File: src/rtl/adc_fifo_byte_unpacker_if.sv
// rtl/adc_fifo_byte_unpacker_if.sv - source FIFO read port and byte-stream head port
interface adc_fifo_byte_unpacker_if #(
    parameter int pSRC_WIDTH = 64
);
    logic                  src_empty;
    logic                  src_rd_en;
    logic [pSRC_WIDTH-1:0] src_data;
    logic                  fifo_empty;
    logic [7:0]            fifo_data;
    logic                  fifo_rd_en;

    modport slave (
        input  src_empty,
        input  src_data,
        input  fifo_rd_en,
        output src_rd_en,
        output fifo_empty,
        output fifo_data
    );

    modport master (
        output src_empty,
        output src_data,
        output fifo_rd_en,
        input  src_rd_en,
        input  fifo_empty,
        input  fifo_data
    );
endinterface

File: src/rtl/adc_fifo_byte_unpacker.sv
// rtl/adc_fifo_byte_unpacker.sv - 64-bit FIFO word to FWFT byte stream with error bookkeeping
module adc_fifo_byte_unpacker #(
    parameter int pSRC_WIDTH     = 64,
    parameter int pUNDERFLOW_SAT = 255
) (
    input  logic                  clk_usb,
    input  logic                  reset,
    adc_fifo_byte_unpacker_if.slave bus,
    input  logic                  src_overflow,
    input  logic                  low_res,
    input  logic                  low_res_lsb,
    output logic [7:0]            fifo_error_stat,
    input  logic                  clear_fifo_errors,
    input  logic                  no_underflow_errors,
    output logic [7:0]            underflow_count,
    output logic [31:0]           fifo_read_count,
    output logic [31:0]           fifo_read_count_error_freeze,
    input  logic [16:0]           stream_segment_threshold,
    output logic                  segment_done
);

    logic [pSRC_WIDTH-1:0] cur_word_q, cur_word_d;
    logic [2:0]            cur_idx_q, cur_idx_d;
    logic                  cur_valid_q, cur_valid_d;
    logic                  cur_low_res_q, cur_low_res_d;
    logic                  cur_lsb_q, cur_lsb_d;
    logic [pSRC_WIDTH-1:0] nxt_word_q, nxt_word_d;
    logic                  nxt_valid_q, nxt_valid_d;
    logic                  rd_pend_q, rd_pend_d;
    logic                  fifo_empty_q, fifo_empty_d;
    logic [7:0]            fifo_data_q, fifo_data_d;
    logic [1:0]            err_q, err_d;
    logic [7:0]            underflow_count_q, underflow_count_d;
    logic [31:0]           read_count_q, read_count_d;
    logic [31:0]           freeze_q, freeze_d;
    logic [16:0]           seg_cnt_q, seg_cnt_d;
    logic                  seg_done_q, seg_done_d;

    logic       pop;
    logic       underflow;
    logic       uf_err;
    logic       cur_last;
    logic       cur_free;
    logic       nxt_moving;
    logic       src_to_cur;
    logic       src_rd_en;
    logic [2:0] last_idx;
    logic [16:0] seg_inc;

    // Low-res samples are packed five to a word in [59:0], sample 0 highest.
    function automatic logic [7:0] head_byte(
        input logic [pSRC_WIDTH-1:0] word,
        input logic [2:0]            idx,
        input logic                  lr,
        input logic                  lsb
    );
        logic [11:0] smp;
        logic [7:0]  b;
        smp = 12'h000;
        case (idx)
            3'd0:    smp = word[59:48];
            3'd1:    smp = word[47:36];
            3'd2:    smp = word[35:24];
            3'd3:    smp = word[23:12];
            default: smp = word[11:0];
        endcase
        if (lr) begin
            b = lsb ? smp[7:0] : smp[11:4];
        end else begin
            b = word[pSRC_WIDTH - 1 - 8 * int'(idx) -: 8];
        end
        return b;
    endfunction

    always_comb begin
        cur_word_d        = cur_word_q;
        cur_idx_d         = cur_idx_q;
        cur_valid_d       = cur_valid_q;
        cur_low_res_d     = cur_low_res_q;
        cur_lsb_d         = cur_lsb_q;
        nxt_word_d        = nxt_word_q;
        nxt_valid_d       = nxt_valid_q;
        err_d             = err_q;
        underflow_count_d = underflow_count_q;
        read_count_d      = read_count_q;
        freeze_d          = freeze_q;
        seg_cnt_d         = seg_cnt_q;
        seg_done_d        = 1'b0;
        seg_inc           = seg_cnt_q + 17'd1;

        last_idx   = cur_low_res_q ? 3'd4 : 3'd7;
        pop        = bus.fifo_rd_en && cur_valid_q;
        underflow  = bus.fifo_rd_en && !cur_valid_q;
        uf_err     = underflow && !no_underflow_errors;
        cur_last   = pop && (cur_idx_q == last_idx);
        cur_free   = !cur_valid_q || cur_last;
        nxt_moving = cur_free && nxt_valid_q;
        src_to_cur = cur_free && !nxt_valid_q && rd_pend_q;

        // Only one read outstanding, and only when a slot is guaranteed next cycle.
        src_rd_en = !reset && !bus.src_empty && !rd_pend_q && (!nxt_valid_q || nxt_moving);
        rd_pend_d = src_rd_en;

        if (pop) begin
            cur_idx_d = cur_idx_q + 3'd1;
        end
        if (cur_free) begin
            cur_valid_d = 1'b0;
        end
        if (nxt_moving || src_to_cur) begin
            cur_word_d    = nxt_moving ? nxt_word_q : bus.src_data;
            cur_idx_d     = 3'd0;
            cur_valid_d   = 1'b1;
            cur_low_res_d = low_res;
            cur_lsb_d     = low_res_lsb;
        end
        if (nxt_moving) begin
            nxt_valid_d = 1'b0;
        end
        if (rd_pend_q && !src_to_cur) begin
            nxt_word_d  = bus.src_data;
            nxt_valid_d = 1'b1;
        end

        fifo_empty_d = !cur_valid_d;
        fifo_data_d  = cur_valid_d ? head_byte(cur_word_d, cur_idx_d, cur_low_res_d, cur_lsb_d)
                                   : 8'h00;

        if (pop) begin
            read_count_d = read_count_q + 32'd1;
            if (stream_segment_threshold != 17'd0) begin
                if (seg_inc == stream_segment_threshold) begin
                    seg_cnt_d  = 17'd0;
                    seg_done_d = 1'b1;
                end else begin
                    seg_cnt_d = seg_inc;
                end
            end
        end

        if (underflow && (underflow_count_q != 8'(pUNDERFLOW_SAT))) begin
            underflow_count_d = underflow_count_q + 8'd1;
        end
        // Freeze uses the pre-increment count; a same-cycle clear overrides any event.
        if (clear_fifo_errors) begin
            err_d             = 2'b00;
            underflow_count_d = 8'd0;
            freeze_d          = 32'd0;
        end else begin
            if ((err_q == 2'b00) && (uf_err || src_overflow)) begin
                freeze_d = read_count_q;
            end
            err_d = err_q | {src_overflow, uf_err};
        end
    end

    always_ff @(posedge clk_usb) begin
        if (reset) begin
            cur_word_q        <= '0;
            cur_idx_q         <= 3'd0;
            cur_valid_q       <= 1'b0;
            cur_low_res_q     <= 1'b0;
            cur_lsb_q         <= 1'b0;
            nxt_word_q        <= '0;
            nxt_valid_q       <= 1'b0;
            rd_pend_q         <= 1'b0;
            fifo_empty_q      <= 1'b1;
            fifo_data_q       <= 8'h00;
            err_q             <= 2'b00;
            underflow_count_q <= 8'd0;
            read_count_q      <= 32'd0;
            freeze_q          <= 32'd0;
            seg_cnt_q         <= 17'd0;
            seg_done_q        <= 1'b0;
        end else begin
            cur_word_q        <= cur_word_d;
            cur_idx_q         <= cur_idx_d;
            cur_valid_q       <= cur_valid_d;
            cur_low_res_q     <= cur_low_res_d;
            cur_lsb_q         <= cur_lsb_d;
            nxt_word_q        <= nxt_word_d;
            nxt_valid_q       <= nxt_valid_d;
            rd_pend_q         <= rd_pend_d;
            fifo_empty_q      <= fifo_empty_d;
            fifo_data_q       <= fifo_data_d;
            err_q             <= err_d;
            underflow_count_q <= underflow_count_d;
            read_count_q      <= read_count_d;
            freeze_q          <= freeze_d;
            seg_cnt_q         <= seg_cnt_d;
            seg_done_q        <= seg_done_d;
        end
    end

    assign bus.src_rd_en               = src_rd_en;
    assign bus.fifo_empty              = fifo_empty_q;
    assign bus.fifo_data               = fifo_data_q;
    assign fifo_error_stat             = {6'b000000, err_q};
    assign underflow_count             = underflow_count_q;
    assign fifo_read_count             = read_count_q;
    assign fifo_read_count_error_freeze = freeze_q;
    assign segment_done                = seg_done_q;

endmodule

File: src/flat_wrapper.sv
// flat-port wrapper written by rule: the top's interface ports become plain ports
module adc_fifo_byte_unpacker_flat 
#(
    parameter int pSRC_WIDTH     = 64,
    parameter int pUNDERFLOW_SAT = 255
)
  (clk_usb, reset, src_overflow, low_res, low_res_lsb, fifo_error_stat, clear_fifo_errors, no_underflow_errors, underflow_count, fifo_read_count, fifo_read_count_error_freeze, stream_segment_threshold, segment_done, bus_src_empty, bus_src_data, bus_fifo_rd_en, bus_src_rd_en, bus_fifo_empty, bus_fifo_data);
  adc_fifo_byte_unpacker_if #(.pSRC_WIDTH(pSRC_WIDTH)) bus_i ();
  input  logic clk_usb;
  input  logic reset;
  input  logic src_overflow;
  input  logic low_res;
  input  logic low_res_lsb;
  output logic [7:0] fifo_error_stat;
  input  logic clear_fifo_errors;
  input  logic no_underflow_errors;
  output logic [7:0] underflow_count;
  output logic [31:0] fifo_read_count;
  output logic [31:0] fifo_read_count_error_freeze;
  input  logic [16:0] stream_segment_threshold;
  output logic segment_done;
  input wire logic [$bits(bus_i.src_empty)-1:0] bus_src_empty;
  input wire logic [$bits(bus_i.src_data)-1:0] bus_src_data;
  input wire logic [$bits(bus_i.fifo_rd_en)-1:0] bus_fifo_rd_en;
  output wire logic [$bits(bus_i.src_rd_en)-1:0] bus_src_rd_en;
  output wire logic [$bits(bus_i.fifo_empty)-1:0] bus_fifo_empty;
  output wire logic [$bits(bus_i.fifo_data)-1:0] bus_fifo_data;
  assign bus_i.src_empty = bus_src_empty;
  assign bus_i.src_data = bus_src_data;
  assign bus_i.fifo_rd_en = bus_fifo_rd_en;
  assign bus_src_rd_en = bus_i.src_rd_en;
  assign bus_fifo_empty = bus_i.fifo_empty;
  assign bus_fifo_data = bus_i.fifo_data;
  adc_fifo_byte_unpacker #(.pSRC_WIDTH(pSRC_WIDTH), .pUNDERFLOW_SAT(pUNDERFLOW_SAT)) u_core (.clk_usb(clk_usb), .reset(reset), .bus(bus_i), .src_overflow(src_overflow), .low_res(low_res), .low_res_lsb(low_res_lsb), .fifo_error_stat(fifo_error_stat), .clear_fifo_errors(clear_fifo_errors), .no_underflow_errors(no_underflow_errors), .underflow_count(underflow_count), .fifo_read_count(fifo_read_count), .fifo_read_count_error_freeze(fifo_read_count_error_freeze), .stream_segment_threshold(stream_segment_threshold), .segment_done(segment_done));
endmodule
File: config.mk
export PLATFORM = sky130hd
export DESIGN_NAME = adc_fifo_byte_unpacker_flat
export DESIGN_NICKNAME = d
export VERILOG_FILES = /design/src/rtl/adc_fifo_byte_unpacker_if.sv /design/src/rtl/adc_fifo_byte_unpacker.sv /design/src/flat_wrapper.sv
export SDC_FILE = /design/constraint.sdc
export NUM_CORES = 1
export LEC_CHECK = 0
export ABC_AREA = 1
export BUFFER_PORTS_ARGS = -buffer_cell sky130_fd_sc_hd__buf_2
export CORE_MARGIN = 2
export CORE_UTILIZATION = 60
export CTS_BUF_LIST = sky130_fd_sc_hd__clkbuf_4
export CTS_CLUSTER_DIAMETER = 100
export DETAILED_ROUTE_END_ITERATION = 12
export GPL_ROUTABILITY_DRIVEN = 0
export PLACE_DENSITY = 0.89
export SETUP_SLACK_MARGIN = 0.1
export SYNTH_ARGS = -nofsm -noshare
export SYNTH_HDL_FRONTEND = slang
export SYNTH_SLANG_ARGS = --single-unit
File: constraint.sdc
create_clock -name clk_usb -period 6.2 [get_ports clk_usb]
set_input_delay 1.55 -clock clk_usb [delete_from_list [all_inputs] [get_ports clk_usb]]
set_output_delay 1.55 -clock clk_usb [all_outputs]
set_load 0.03 [all_outputs]
==> results.env <==
OUTCOME='completed'
MULTIINPUTGATEAREA_UM2=6020
IR_DROP_mV=0.166
ANTENNA_FOUND_INITIAL=2
CRITICAL_PATH.CELL_CHAIN='buf_2, nand2_1, clkinv_1, nand3_2, nand2_2, inv_1, nand2_1, nand2_1, inv_1, buf_2'
LARGEST_STAGE_DELAY_ON_THE_CRITICAL_PATH_NS=0.44
MAX-CLOCK-PATH-BUFFERS=3
SYNTH_SEQ_CELLS=237
FINALWORSTPATHREQUIREDPERIOD_NS=4.58
DRC=0
SYNTH_EDF_COUNT=0
PORT_BUF_INSERTS=174
INITIAL_CORE_UTIL_PCT=60.7
POST_DRT_WL_PER_CELL_UM=15.8
FIRST_PASS_ITERS=8
WIRELENGTH_UM=34500
AREA.SEQUENTIAL_UM2=4740
SYNTHESIS.INSTANCES=1714
MAX-CAP-VIOLATIONS=0
DETAIL-ROUTE-ANTENNA-NETS=0
LAYOUT-DRIVE-GT1-SHARE_PCT=18.1
CLOCK_SKEW_NS=0.0720
SYNTH.LIB_CELLS_USED.DISTINCT=47
FLOORPLAN.DIE.WIDTH_UM=144
CLOCK-SINKS=237
SYN-MEAN-INSTANCE-AREA_UM2=6.82
TIMING.SETUP.CRITICAL_PATH_CLASS='in2out'
CLOCKROOTBUFFER='sky130_fd_sc_hd__clkbuf_4'
INITIALDRTVIOLATIONCOUNT=1418
CTS.CLK_SLEW.WORST_PATHS_NS=0.06
SYNTHFLOPTYPE='sky130_fd_sc_hd__dfxtp_1'
SYN-CELL-AREA_UM2=11700
NUM_ROWS=51
SYNTH_SEQUENTIAL_AREA_RATIO_PCT=40.6
NUMCTSBUFFERS=61
DP_HPWL_UM=23800
MAXCLOCKFREQUENCY_MHz=219
SYNTH-COMPOUND-AREA-SHARE_PCT=14.5
CRIT_REQUIRED_NS=4.65
GRTUSAGETOTAL_PCT=32.5
TIMING.CRITICAL_PATH.BUF_INV=5
MAXSLEWVIOLCOUNT=0
MET2_USAGE_PCT=54.3
SYNTH_ADDER_AREA_SHARE_PCT=0.428
FINAL.PERIOD_UTILIZATION_PCT=73.8
MAIN_COMBINATIONAL_CELL_FAMILY_BY_AREA_AFTER_SYNTHESIS='simple AND/OR/NAND/NOR gates'
HOLD_VIOL=0
SLEW_HEADROOM_PCT=30.2
FINAL_CELL_AREA_UM2=13400
HOLD_PATH_STARTPOINT='u_core.nxt_word_q[13]'
GLOBAL_ROUTE.PEAK_USAGE_LAYER='met2'
TIMING.CRITICAL_PATH.MODE_CELL='sky130_fd_sc_hd__nand2_1'
NNETSFINAL=1962
TOP_LEVEL_PORTS=181
POST_SYNTH_XOR_AREA_FRACTION_PCT=2.40
TIMING.SETUP.TNS_NS=0
POST_SYNTH_AND_OR_NAND_NOR_AREA_FRACTION_PCT=33.5
POST_CTS_RESIZE_COUNT=0
WORST-SLEW-PIN-TRANSITION_NS=1.05
CP_TOP_FAMILY='simple AND/OR/NAND/NOR gates'
REGTOREGSTARTPOINT='u_core.nxt_valid_q'
CTS-HOLD-FIX-BUFFERS=0
PWR_DENSITY_CELL_nW_PER_UM2=257
AREA.GROWTH.SYNTH_TO_FINAL_PCT=14.3
TIMING.CRITICAL_PATH.SLOWEST_STAGE_CELL='sky130_fd_sc_hd__nand2_2'
CTS.REPAIR_TIMING.SETUP_BUFFER_COUNT=0
DPL-INSTANCE-AREA_UM2=12600
SYNTHARSTFLOPSHARE_PCT=0
WORST_PATH_MAXIMUM_FANOUT=24
SETUP_VIOL_COUNT_FINAL=0
FILLCELLCOUNT=1622
GRT_FIRST_PASS_WIRELENGTH_UM=54200
CTS_H_TREE_DEPTH=2
TRITONCTS='done'
CLK_LATENCY_NS=0.72
RSZ0062_AT_GRT='no'
DIEHEIGHT_UM=144
VIA_COUNT_OF_THE_FIRST_GLOBAL_ROUTING_PASS=11199
CELLLEAKAGEPOWER_nW=5.85
SYNTH.MUX.AREA_FRACTION_PCT=0.343
CORE-AREA_UM2=19300
REG2REG_SETUP_SLACK_NS=2.79
HOLD_PATH_CLASS='reg2reg'
CRITPATHLAUNCHTYPE='input port'
YOSYS_WARN_COUNT=0
GRT_UTIL_MET1_PCT=39.5
CRITPATHARRIVALTIME_NS=3.03
MET3_USAGE_PCT=6.83
CRITICAL_PATH.ENDPOINT_TYPE='output pin'
FP.DIEAREA_UM2=20600
WORST_SETUP_PATH_STARTPOINT='bus_fifo_rd_en'
VIAS_PER_CELL=5.75
VIAS=12515
GRT_MAX_DEGREE=125
OVERFLOW=0
-- routing by layer --
layer | share of wire, % | routed length (µm) | vias to the layer above
li1 | - | - | 6001
met1 | 38 | 13100 | 5608
met2 | 46 | 15900 | 754
met3 | 10 | 3590 | 152
met4 | 5.4 | 1870 | 0
met5 | 0 | 0 | -
-- synth_stat cells, types with 4 or more instances --
cell type                  count  share of area [%]
sky130_fd_sc_hd__xnor2_1       5               0.37
sky130_fd_sc_hd__a21oi_1      99                4.2
sky130_fd_sc_hd__nor4_1        7               0.37
sky130_fd_sc_hd__buf_1         6               0.19
sky130_fd_sc_hd__o21ai_0     144                6.2
sky130_fd_sc_hd__nor2_1      258                8.3
sky130_fd_sc_hd__clkbuf_1     61                2.0
sky130_fd_sc_hd__a31oi_1       6               0.32
sky130_fd_sc_hd__nand4_1      58                3.1
sky130_fd_sc_hd__o21ai_1       7               0.30
sky130_fd_sc_hd__nor2_2        8               0.43
sky130_fd_sc_hd__nand2_2       5               0.27
sky130_fd_sc_hd__dfxtp_1     237                 41
sky130_fd_sc_hd__nand3_1     147                6.3
sky130_fd_sc_hd__mux2i_1       4               0.34
sky130_fd_sc_hd__buf_4         8               0.51
sky130_fd_sc_hd__or2_2        32                1.7
sky130_fd_sc_hd__ha_1          4               0.43
sky130_fd_sc_hd__o211ai_1     29                1.9
sky130_fd_sc_hd__nand3b_1      6               0.39
sky130_fd_sc_hd__xor2_1       27                2.0
sky130_fd_sc_hd__buf_2        23               0.98
sky130_fd_sc_hd__inv_1       132                4.2
sky130_fd_sc_hd__a211oi_1      7               0.45
sky130_fd_sc_hd__nor3_1       21               0.90
sky130_fd_sc_hd__inv_2         9               0.29
sky130_fd_sc_hd__nand2_1     331                 11
-- kinds of logic after synthesis --
group,count (synthesis)
and+or+nand+nor,889
xor gates and xnor gates,32
DFF,237
other,1
AOI/OAI and AO/OA,305
buffers and inverters,242
muxes,4
adders and majority gates,4
-- per-stage QoR --
step           hold slack [ns]  utilization [%]  power (mW)  setup slack, ns  cells
6_report                 0.449             69.4        3.44             1.62   2178
3_5_place_dp             0.444             65.4        2.13             1.64   2070
4_1_cts                  0.454             69.3        3.44             1.64   2176
5_1_grt                  0.472             69.4        3.59             1.50   2178
2_1_floorplan            0.425                -        1.98             2.28   1719
3_3_place_gp             0.435             65.4        2.12             1.67   2070
-- flip-flops by register name (all words and copies together) (netlist names) --
signal,count
u_core.cur_word_q,64
u_core.nxt_word_q,64
u_core.fifo_read_count,32
u_core.fifo_read_count_error_freeze,32
u_core.seg_cnt_q,17
u_core.bus.fifo_data,8
u_core.underflow_count,8
u_core.cur_idx_q,3
u_core.err_q,2
u_core.bus.fifo_empty,1
u_core.cur_low_res_q,1
u_core.cur_lsb_q,1
u_core.cur_valid_q,1
u_core.nxt_valid_q,1
u_core.rd_pend_q,1
u_core.segment_done,1
-- worst register-to-register path: cells and delay by family, from the launching register on --
family	cells	cell delay, ns
buffers and inverters	4	0.86
DFF	1	1.00
AOI/OAI and AO/OA	3	0.75
and+or+nand+nor	4	0.74
-- power by group --
| group | switching (mW) | internal, mW |
|---|---|---|
| Clock | 0.636 | 0.691 |
| Sequential | 0.0374 | 1.59 |
| Combinational | 0.332 | 0.154 |
-- path summary, 6_finish.rpt --
path,endpoint,cells past startpoint
max,bus_src_rd_en,10
min reg2reg,u_core.nxt_word_q[13],2
min,u_core.nxt_word_q[13],2
max reg2reg,u_core.bus.fifo_data[7],11
-- cell usage in the layout, fill, tap and decap left out, types with 7 or more instances in the layout --
cell	count
sky130_fd_sc_hd__xor2_1	27
sky130_fd_sc_hd__nand2_1	330
sky130_fd_sc_hd__inv_1	131
sky130_fd_sc_hd__nor2_2	8
sky130_fd_sc_hd__buf_2	173
sky130_fd_sc_hd__a21oi_1	99
sky130_fd_sc_hd__nor2_1	258
sky130_fd_sc_hd__a211oi_1	7
sky130_fd_sc_hd__nand3_1	147
sky130_fd_sc_hd__or2_2	32
sky130_fd_sc_hd__nor4_1	7
sky130_fd_sc_hd__nand4_1	58
sky130_fd_sc_hd__clkbuf_4	88
sky130_fd_sc_hd__nor3_1	21
sky130_fd_sc_hd__dfxtp_1	237
sky130_fd_sc_hd__inv_2	10
sky130_fd_sc_hd__clkinv_1	17
sky130_fd_sc_hd__o21ai_0	144
sky130_fd_sc_hd__o211ai_1	29
sky130_fd_sc_hd__buf_4	10
-- area by class of cell --
class,instances,area share (%)
multi-input cells,1240,45.0
flip-flops and latches,237,35.5
repair buffers,184,7.19
clock buffers,88,4.94
inverters,144,4.04
well taps,265,2.48
clock inverters,18,0.786
diodes,2,0.0374
No activity file was read; power rests on OpenSTA's default activity.
